--- src/rtl/uart_ack_sender_pkg.sv ---
`default_nettype none
// +------------------------------------------------------------------+
// | Package : uart_ack_pkg                                           |
// | Shared state encoding, default ACK byte and statistics helpers   |
// | for the UART acknowledge sender.                                 |
// | Rev 1.0 - initial release                                        |
// +------------------------------------------------------------------+
package uart_ack_pkg;

  typedef enum logic [2:0] {
    ST_IDLE     = 3'd0,
    ST_SEND     = 3'd1,
    ST_TX_WAIT  = 3'd2,
    ST_ACK_WAIT = 3'd3,
    ST_FINISH   = 3'd4
  } state_t;

  localparam logic [7:0] DEFAULT_ACK_BYTE = 8'hAB;
  localparam int         STAT_W           = 16;

  // Saturating increment used by the optional statistics counters.
  function automatic logic [STAT_W-1:0] sat_inc(input logic [STAT_W-1:0] v);
    return (v == {STAT_W{1'b1}}) ? v : v + STAT_W'(1);
  endfunction

endpackage
`default_nettype wire

--- src/rtl/uart_ack_sender_if.sv ---
`default_nettype none
// +------------------------------------------------------------------+
// | Interface : uart_ack_sender_if                                   |
// | Client request/result handshake plus UART tx/rx side signals.    |
// | slave = the sender block, master = client and UART environment.  |
// | Rev 1.0 - initial release                                        |
// +------------------------------------------------------------------+
interface uart_ack_sender_if;
  logic       req_valid;
  logic [7:0] req_data;
  logic       req_ready;
  logic       done;
  logic       ok;
  logic [3:0] attempts;
  logic [7:0] tx_data;
  logic       tx_start;
  logic       tx_busy;
  logic [7:0] rx_data;
  logic       rx_ready;

  modport slave (
    input  req_valid, req_data, tx_busy, rx_data, rx_ready,
    output req_ready, done, ok, attempts, tx_data, tx_start
  );

  modport master (
    output req_valid, req_data, tx_busy, rx_data, rx_ready,
    input  req_ready, done, ok, attempts, tx_data, tx_start
  );
endinterface
`default_nettype wire

--- src/rtl/uart_ack_sender_ack_timer.sv ---
`default_nettype none
// +------------------------------------------------------------------+
// | Module : ack_timer                                               |
// | Loadable down-counter; expire marks the enabled cycle whose      |
// | decrement brings the count to zero.                              |
// | Rev 1.0 - initial release                                        |
// +------------------------------------------------------------------+
module ack_timer #(
  parameter int WIDTH = 20
) (
  input  logic             clk,
  input  logic             reset_n,
  input  logic             load,
  input  logic [WIDTH-1:0] load_value,
  input  logic             enable,
  output logic             expire
);

  logic [WIDTH-1:0] count;

  // Load wins over counting; the counter parks at zero instead of wrapping.
  always_ff @(posedge clk) begin
    if (!reset_n) begin
      count <= '0;
    end else if (load) begin
      count <= load_value;
    end else if (enable && (count != '0)) begin
      count <= count - WIDTH'(1);
    end
  end

  assign expire = enable && (count == WIDTH'(1));

endmodule
`default_nettype wire

--- src/rtl/uart_ack_sender.sv ---
`default_nettype none
// +------------------------------------------------------------------+
// | Module : uart_ack_sender                                         |
// | Sends one byte through a UART transmitter and waits for an ACK   |
// | byte, resending on timeout up to MAX_RETRIES times.              |
// | Optional macro UART_ACK_STATS_EN adds timeout / bad-byte         |
// | statistics outputs.                                              |
// | Rev 1.0 - initial release                                        |
// +------------------------------------------------------------------+
module uart_ack_sender
  import uart_ack_pkg::*;
#(
  parameter logic [7:0] ACK_BYTE       = DEFAULT_ACK_BYTE,
  parameter int         TIMEOUT_CYCLES = 500000,
  parameter int         MAX_RETRIES    = 3
) (
  input  logic              clk,
  input  logic              reset_n,
`ifdef UART_ACK_STATS_EN
  output logic [STAT_W-1:0] stat_timeouts,
  output logic [STAT_W-1:0] stat_bad_bytes,
`endif
  uart_ack_sender_if.slave  bus
);

  localparam int                 TIMER_W      = $clog2(TIMEOUT_CYCLES + 1);
  localparam logic [TIMER_W-1:0] TIMER_LOAD   = TIMER_W'(TIMEOUT_CYCLES);
  localparam logic [4:0]         LAST_ATTEMPT = 5'(MAX_RETRIES + 1);

  state_t     state, state_next;
  logic [7:0] tx_data_q;
  logic [4:0] attempt_cnt;
  logic [3:0] attempts_q;
  logic       ok_q;
  logic       busy_seen;
  logic       listening, rx_ack;
  logic       accept, retry, finish_ok, finish_fail;
  logic       timer_load, timer_en, timer_expire;
  logic       tx_start_c, req_ready_c, done_c;

  // Received bytes only matter while a frame is in flight or awaiting its ACK.
  assign listening = (state == ST_TX_WAIT) || (state == ST_ACK_WAIT);
  assign rx_ack    = listening && bus.rx_ready && (bus.rx_data == ACK_BYTE);

  ack_timer #(.WIDTH(TIMER_W)) u_ack_timer (
    .clk        (clk),
    .reset_n    (reset_n),
    .load       (timer_load),
    .load_value (TIMER_LOAD),
    .enable     (timer_en),
    .expire     (timer_expire)
  );

  // State register.
  always_ff @(posedge clk) begin
    if (!reset_n) state <= ST_IDLE;
    else          state <= state_next;
  end

  // Next-state decode and single-cycle strobes; ACK is tested before expiry.
  always_comb begin
    state_next  = state;
    accept      = 1'b0;
    retry       = 1'b0;
    finish_ok   = 1'b0;
    finish_fail = 1'b0;
    timer_load  = 1'b0;
    timer_en    = 1'b0;
    tx_start_c  = 1'b0;
    req_ready_c = 1'b0;
    done_c      = 1'b0;
    unique case (state)
      ST_IDLE: begin
        req_ready_c = 1'b1;
        if (bus.req_valid) begin
          accept     = 1'b1;
          state_next = ST_SEND;
        end
      end
      ST_SEND: begin
        if (!bus.tx_busy) begin
          tx_start_c = 1'b1;
          state_next = ST_TX_WAIT;
        end
      end
      ST_TX_WAIT: begin
        if (rx_ack) begin
          finish_ok  = 1'b1;
          state_next = ST_FINISH;
        end else if (busy_seen && !bus.tx_busy) begin
          timer_load = 1'b1;
          state_next = ST_ACK_WAIT;
        end
      end
      ST_ACK_WAIT: begin
        timer_en = 1'b1;
        if (rx_ack) begin
          finish_ok  = 1'b1;
          state_next = ST_FINISH;
        end else if (timer_expire) begin
          if (attempt_cnt < LAST_ATTEMPT) begin
            retry      = 1'b1;
            state_next = ST_SEND;
          end else begin
            finish_fail = 1'b1;
            state_next  = ST_FINISH;
          end
        end
      end
      ST_FINISH: begin
        done_c     = 1'b1;
        state_next = ST_IDLE;
      end
      default: state_next = ST_IDLE;
    endcase
  end

  // Transaction data: latched byte, attempt tracking and the held result.
  always_ff @(posedge clk) begin
    if (!reset_n) begin
      tx_data_q   <= 8'h00;
      attempt_cnt <= 5'd0;
      attempts_q  <= 4'd0;
      ok_q        <= 1'b0;
      busy_seen   <= 1'b0;
    end else begin
      if (accept) begin
        tx_data_q   <= bus.req_data;
        attempt_cnt <= 5'd1;
      end
      if (retry) attempt_cnt <= attempt_cnt + 5'd1;
      if (tx_start_c)                              busy_seen <= 1'b0;
      else if ((state == ST_TX_WAIT) && bus.tx_busy) busy_seen <= 1'b1;
      if (finish_ok || finish_fail) begin
        ok_q       <= finish_ok;
        attempts_q <= (attempt_cnt > 5'd15) ? 4'hF : attempt_cnt[3:0];
      end
    end
  end

  assign bus.req_ready = req_ready_c;
  assign bus.tx_start  = tx_start_c;
  assign bus.done      = done_c;
  assign bus.ok        = ok_q;
  assign bus.attempts  = attempts_q;
  assign bus.tx_data   = tx_data_q;

`ifdef UART_ACK_STATS_EN
  logic              rx_bad;
  logic [STAT_W-1:0] timeouts_q, bad_bytes_q;

  assign rx_bad = listening && bus.rx_ready && (bus.rx_data != ACK_BYTE);

  // Saturating counts of acted-upon timeouts and rejected bytes.
  always_ff @(posedge clk) begin
    if (!reset_n) begin
      timeouts_q  <= '0;
      bad_bytes_q <= '0;
    end else begin
      if (retry || finish_fail) timeouts_q  <= sat_inc(timeouts_q);
      if (rx_bad)               bad_bytes_q <= sat_inc(bad_bytes_q);
    end
  end

  assign stat_timeouts  = timeouts_q;
  assign stat_bad_bytes = bad_bytes_q;
`endif

endmodule
`default_nettype wire

--- src/flat_wrapper.sv ---
// flat-port wrapper written by rule: the top's interface ports become plain ports
module uart_ack_sender_flat import uart_ack_pkg::*;
#(
  parameter logic [7:0] ACK_BYTE       = DEFAULT_ACK_BYTE,
  parameter int         TIMEOUT_CYCLES = 500000,
  parameter int         MAX_RETRIES    = 3
)
  (clk, reset_n, bus_req_valid, bus_req_data, bus_tx_busy, bus_rx_data, bus_rx_ready, bus_req_ready, bus_done, bus_ok, bus_attempts, bus_tx_data, bus_tx_start);
  uart_ack_sender_if bus_i ();
  input  logic clk;
  input  logic reset_n;
  input wire logic [$bits(bus_i.req_valid)-1:0] bus_req_valid;
  input wire logic [$bits(bus_i.req_data)-1:0] bus_req_data;
  input wire logic [$bits(bus_i.tx_busy)-1:0] bus_tx_busy;
  input wire logic [$bits(bus_i.rx_data)-1:0] bus_rx_data;
  input wire logic [$bits(bus_i.rx_ready)-1:0] bus_rx_ready;
  output wire logic [$bits(bus_i.req_ready)-1:0] bus_req_ready;
  output wire logic [$bits(bus_i.done)-1:0] bus_done;
  output wire logic [$bits(bus_i.ok)-1:0] bus_ok;
  output wire logic [$bits(bus_i.attempts)-1:0] bus_attempts;
  output wire logic [$bits(bus_i.tx_data)-1:0] bus_tx_data;
  output wire logic [$bits(bus_i.tx_start)-1:0] bus_tx_start;
  assign bus_i.req_valid = bus_req_valid;
  assign bus_i.req_data = bus_req_data;
  assign bus_i.tx_busy = bus_tx_busy;
  assign bus_i.rx_data = bus_rx_data;
  assign bus_i.rx_ready = bus_rx_ready;
  assign bus_req_ready = bus_i.req_ready;
  assign bus_done = bus_i.done;
  assign bus_ok = bus_i.ok;
  assign bus_attempts = bus_i.attempts;
  assign bus_tx_data = bus_i.tx_data;
  assign bus_tx_start = bus_i.tx_start;
  uart_ack_sender #(.ACK_BYTE(ACK_BYTE), .TIMEOUT_CYCLES(TIMEOUT_CYCLES), .MAX_RETRIES(MAX_RETRIES)) u_core (.clk(clk), .reset_n(reset_n), .bus(bus_i));
endmodule
--- config.mk ---
export PLATFORM = sky130hd
export DESIGN_NAME = uart_ack_sender_flat
export DESIGN_NICKNAME = d
export VERILOG_FILES = /design/src/rtl/uart_ack_sender_pkg.sv /design/src/rtl/uart_ack_sender_if.sv /design/src/rtl/uart_ack_sender_ack_timer.sv /design/src/rtl/uart_ack_sender.sv /design/src/flat_wrapper.sv
export SDC_FILE = /design/constraint.sdc
export NUM_CORES = 1
export LEC_CHECK = 0
export CORE_UTILIZATION = 45
export CTS_BUF_LIST = sky130_fd_sc_hd__clkbuf_2 sky130_fd_sc_hd__clkbuf_4 sky130_fd_sc_hd__clkbuf_8
export DETAILED_ROUTE_END_ITERATION = 8
export HOLD_SLACK_MARGIN = 0.06
export MAX_ROUTING_LAYER = met4
export PLACE_DENSITY = 0.7
export SLEW_MARGIN = 5
export SYNTH_ARGS = -nofsm -noshare
export SYNTH_HDL_FRONTEND = slang
export SYNTH_SLANG_ARGS = --single-unit
--- constraint.sdc ---
create_clock -name clk -period 2.65 [get_ports clk]
set_clock_uncertainty 0.1 [all_clocks]
set_input_delay 0.795 -clock clk [delete_from_list [all_inputs] [get_ports clk]]
set_output_delay 0.795 -clock clk [all_outputs]
set_load 0.1 [all_outputs]
==> results of run 1 <==
-- worst paths after layout --
kind,start,endpoint,slack (ps)
worst max-delay path,bus_rx_data[2],u_core.bus.attempts[2]$_SDFFE_PN0P_,120
worst min-delay path,u_core.bus.attempts[2]$_SDFFE_PN0P_,u_core.bus.attempts[2]$_SDFFE_PN0P_,350
worst max register to register,u_core.u_ack_timer.count[2]$_SDFFE_PP0P_,u_core.bus.attempts[2]$_SDFFE_PN0P_,400
worst min register to register,u_core.bus.attempts[2]$_SDFFE_PN0P_,u_core.bus.attempts[2]$_SDFFE_PN0P_,350
-- state kept, by name, summed over array words and instances (netlist names) --
register	cells
u_core.attempt_cnt	5
u_core.bus.attempts	4
u_core.bus.ok	1
u_core.bus.tx_data	8
u_core.busy_seen	1
u_core.state	3
u_core.u_ack_timer.count	19
-- cell type report --
class | count | area [um2]
fill | 406 | 1740
multi-input combinational | 189 | 1190
sequential | 41 | 821
timing repair buffer | 49 | 470
clock buffer | 5 | 68.8
tap | 52 | 65.1
inverter | 9 | 33.8
clock inverter | 3 | 17.5
-- worst max-delay path: stages --
cell and delay, ps:
clkdlybuf4s50_1 390, nand2b_1 150, or4_1 620, o41a_1 220, o41ai_1 360, a21oi_1 70
-- per-layer routing --
| layer | vias to the layer above | share of wire |
|---|---|---|
| met3 | 5 | 0.036 |
| met2 | 43 | 0.44 |
| li1 | 996 | - |
| met4 | 0 | 0.0095 |
| met1 | 907 | 0.51 |
| met5 | - | 0 |
-- cells in the final DEF (no fill, tap or decap), types with 2 or more instances in the layout --
cell type        instances
nor3_1                  10
nand3_1                  5
o41ai_1                  5
o21ai_1                  6
nor4_1                   2
buf_12                   4
buf_4                   25
dfxtp_1                 41
clkinv_2                 2
and2_1                   2
and3_1                   3
o31ai_1                  6
clkdlybuf4s50_1         19
o21ai_0                  2
clkbuf_8                 5
or3_1                    5
or4_1                    8
a21oi_1                 23
nand2b_1                 5
nand4_1                  3
ha_1                     5
nor2_1                  21
or4_4                    2
o21a_1                   2
a211oi_1                 2
a31oi_1                  5
nand3b_1                 2
nand3_2                  2
inv_1                    9
or2_2                    2
nor2b_1                  4
xor2_1                   9
nand2_1                 26
nor4_2                   3
-- timing repair --
action | 4_1_cts | 5_1_grt
hold endpoints to repair | 0 | 0
endpoints found under the setup margin | 0 | 1
resized for setup | 0 | 2
-- report_power, final --
| group | total [mW] | internal [mW] | leakage [nW] | switching [mW] |
|---|---|---|---|---|
| clock | 0.411 | 0.182 | 0.0439 | 0.229 |
| combinational | 0.732 | 0.258 | 0.700 | 0.474 |
| sequential | 0.736 | 0.666 | 0.332 | 0.0697 |
-- through the flow --
stage | cells | setup TNS (ps) | util
2_1_floorplan | 248 | 0 | -
3_3_place_gp | 340 | -573 | 0.584
3_5_place_dp | 340 | -1350 | 0.584
4_1_cts | 348 | 0 | 0.604
5_1_grt | 348 | 0 | 0.605
6_report | 348 | 0 | 0.605
-- kinds of logic (layout without fill, tap and decap cells) --
family | Yosys count | in the layout | synth area share
buffers and inverters | 18 | 66 | 0.0361
flip-flops | 41 | 41 | 0.394
AO/OA/AOI/OAI | 58 | 58 | 0.175
multiplexers | 2 | 2 | 0.0102
adder cells (fa/ha/maj) | 5 | 5 | 0.0301
XOR/XNOR | 10 | 10 | 0.0421
AND/OR/NAND/NOR | 114 | 114 | 0.312
==> summary.md, run 1 <==
| Metric | Value |
|---|---|
| Area contributors post-synth | dfxtp_1, a21oi_1, nand2_1, nor2_1, xor2_1 |
| Io pins | 37 |
| Hold Path Depth | 2 |
| Final Power | 1.88 mW |
| Period utilization | 0.955 |
| Slew headroom | 0.640 |
| Starting Density | 0.471 |
| Initial antenna violation count | 0 |
| Actual slew at the worst max-slew pin | 535 ps |
| Root buf cell | clkbuf_8 |
| Req. time, crit path | 2730 ps |
| Status | complete, no violations |
| Fin area | 2670 um2 |
| Synthesized net count | 274 |
| Number of setup violations in the final report | 0 |
| Drt pass-1 iters | 4 |
| Largest net degree at the start of global routing | 20 |
| Share of cells above drive strength 1 | 0.172 |
| Row count | 24 |
| CP Data Arrival Time | 2610 ps |
| Commonest cells in the netlist | dfxtp_1, nand2_1, a21oi_1 |
| Most used flip-flop cell after synthesis | dfxtp_1 |
| Worst hold slack | 349 ps |
| Pwr Density | 703 nW/um2 |
| Final Critical Period | 2530 ps |
| Core ar. | 4410 um2 |
| Syn avg cell area | 8.39 um2 |
| Dpl ws | -190 ps |
| H-tree level count | 2 |
| CTS tree | built |
| Most frequent cell after synthesis | dfxtp_1 |
| Vert. Die Dim | 70 um |
| DP Wirelength | 3530 um |
| N_diodes | 0 |
| Met2 Use GR | 0.316 |
| WL final | 4760 um |
| Port buffer count | 36 |
| DR iter-0 viols | 112 |
| First-pass GRT wire length | 8220 um |
| Die area | 4900 um2 |
| Post-synth EDFFs | 0 |
| Gpl congestion | 0.855 |
| CP Class | in2reg |
| Residual DRC count | 0 |
| Sink Count | 41 |
| FMAX | 0.395 GHz |
| Unrepaired setup endpoints after global routing | false |
| Post-Synthesis Cells | 248 |
| Max-Cap Viols | 0 |
| Max FO, Critical Path | 5 |
| Dominant cell type by area after synthesis | dfxtp_1 |
| Die span in x | 70 um |
| Vias in the first global route | 1824 |
| Peak supply drop | 0.000350 V |
| Met1 Use GR | 0.292 |
| Startpoint Class | primary input |
| Yosys top cell area share | 0.394 |
| Routed wire length per instance | 13.7 um |
| Clock transition at the registers of the reported paths | 80 ps |
| CTS Buf Count | 5 |
| Final Max Slew Viols | 0 |
| Antenna Nets Post-Route | 0 |
| Worst-skew pair later-pin latency | 300 ps |
| Yosys reg bits | 41 |
| Synthesized area | 2080 um2 |
| Lkg Pwr | 1.08 nW |
| Gr ovfl total | 0 |
| Deepest clock path buffer count | 2 |
| Vias | 1951 |
| # hold bufs at CTS | 0 |
| Class of the worst hold path | reg2reg |
| Top Usage Layer GRT | met2 |
| Area Overhead vs Synth | 28.4% |
| Yosys warns | 0 |
| Final Hold Fails | 0 |
| Nets | 321 |
| Sequential share of the synthesized area | 0.394 |
| Crit end category | register |
| Synth cell types | 47 |
| Met3 Use GR | 0.0404 |
| Final WS setup | 120 ps |
| Vias/cell | 5.61 |
| GRT Util Overall | 0.211 |
| Post-DP Area | 2580 um2 |
| # Post-CTS Setup Buffers | 0 |
| Reg2Reg Depth | 5 |
| Post-synth ARST share | 0 |
Power figures use the tool's default switching activity.
==> inputs of run 2 (changes only) <==
--- a/config.mk
+++ b/config.mk
@@ -5,6 +5,7 @@
 export SDC_FILE = /design/constraint.sdc
 export NUM_CORES = 1
 export LEC_CHECK = 0
+export ABC_AREA = 0
 export CORE_UTILIZATION = 45
 export CTS_BUF_LIST = sky130_fd_sc_hd__clkbuf_2 sky130_fd_sc_hd__clkbuf_4 sky130_fd_sc_hd__clkbuf_8
 export DETAILED_ROUTE_END_ITERATION = 8
==> results of run 2 <==
The final DEF is identical to that of run 1; final timing and power are the same.
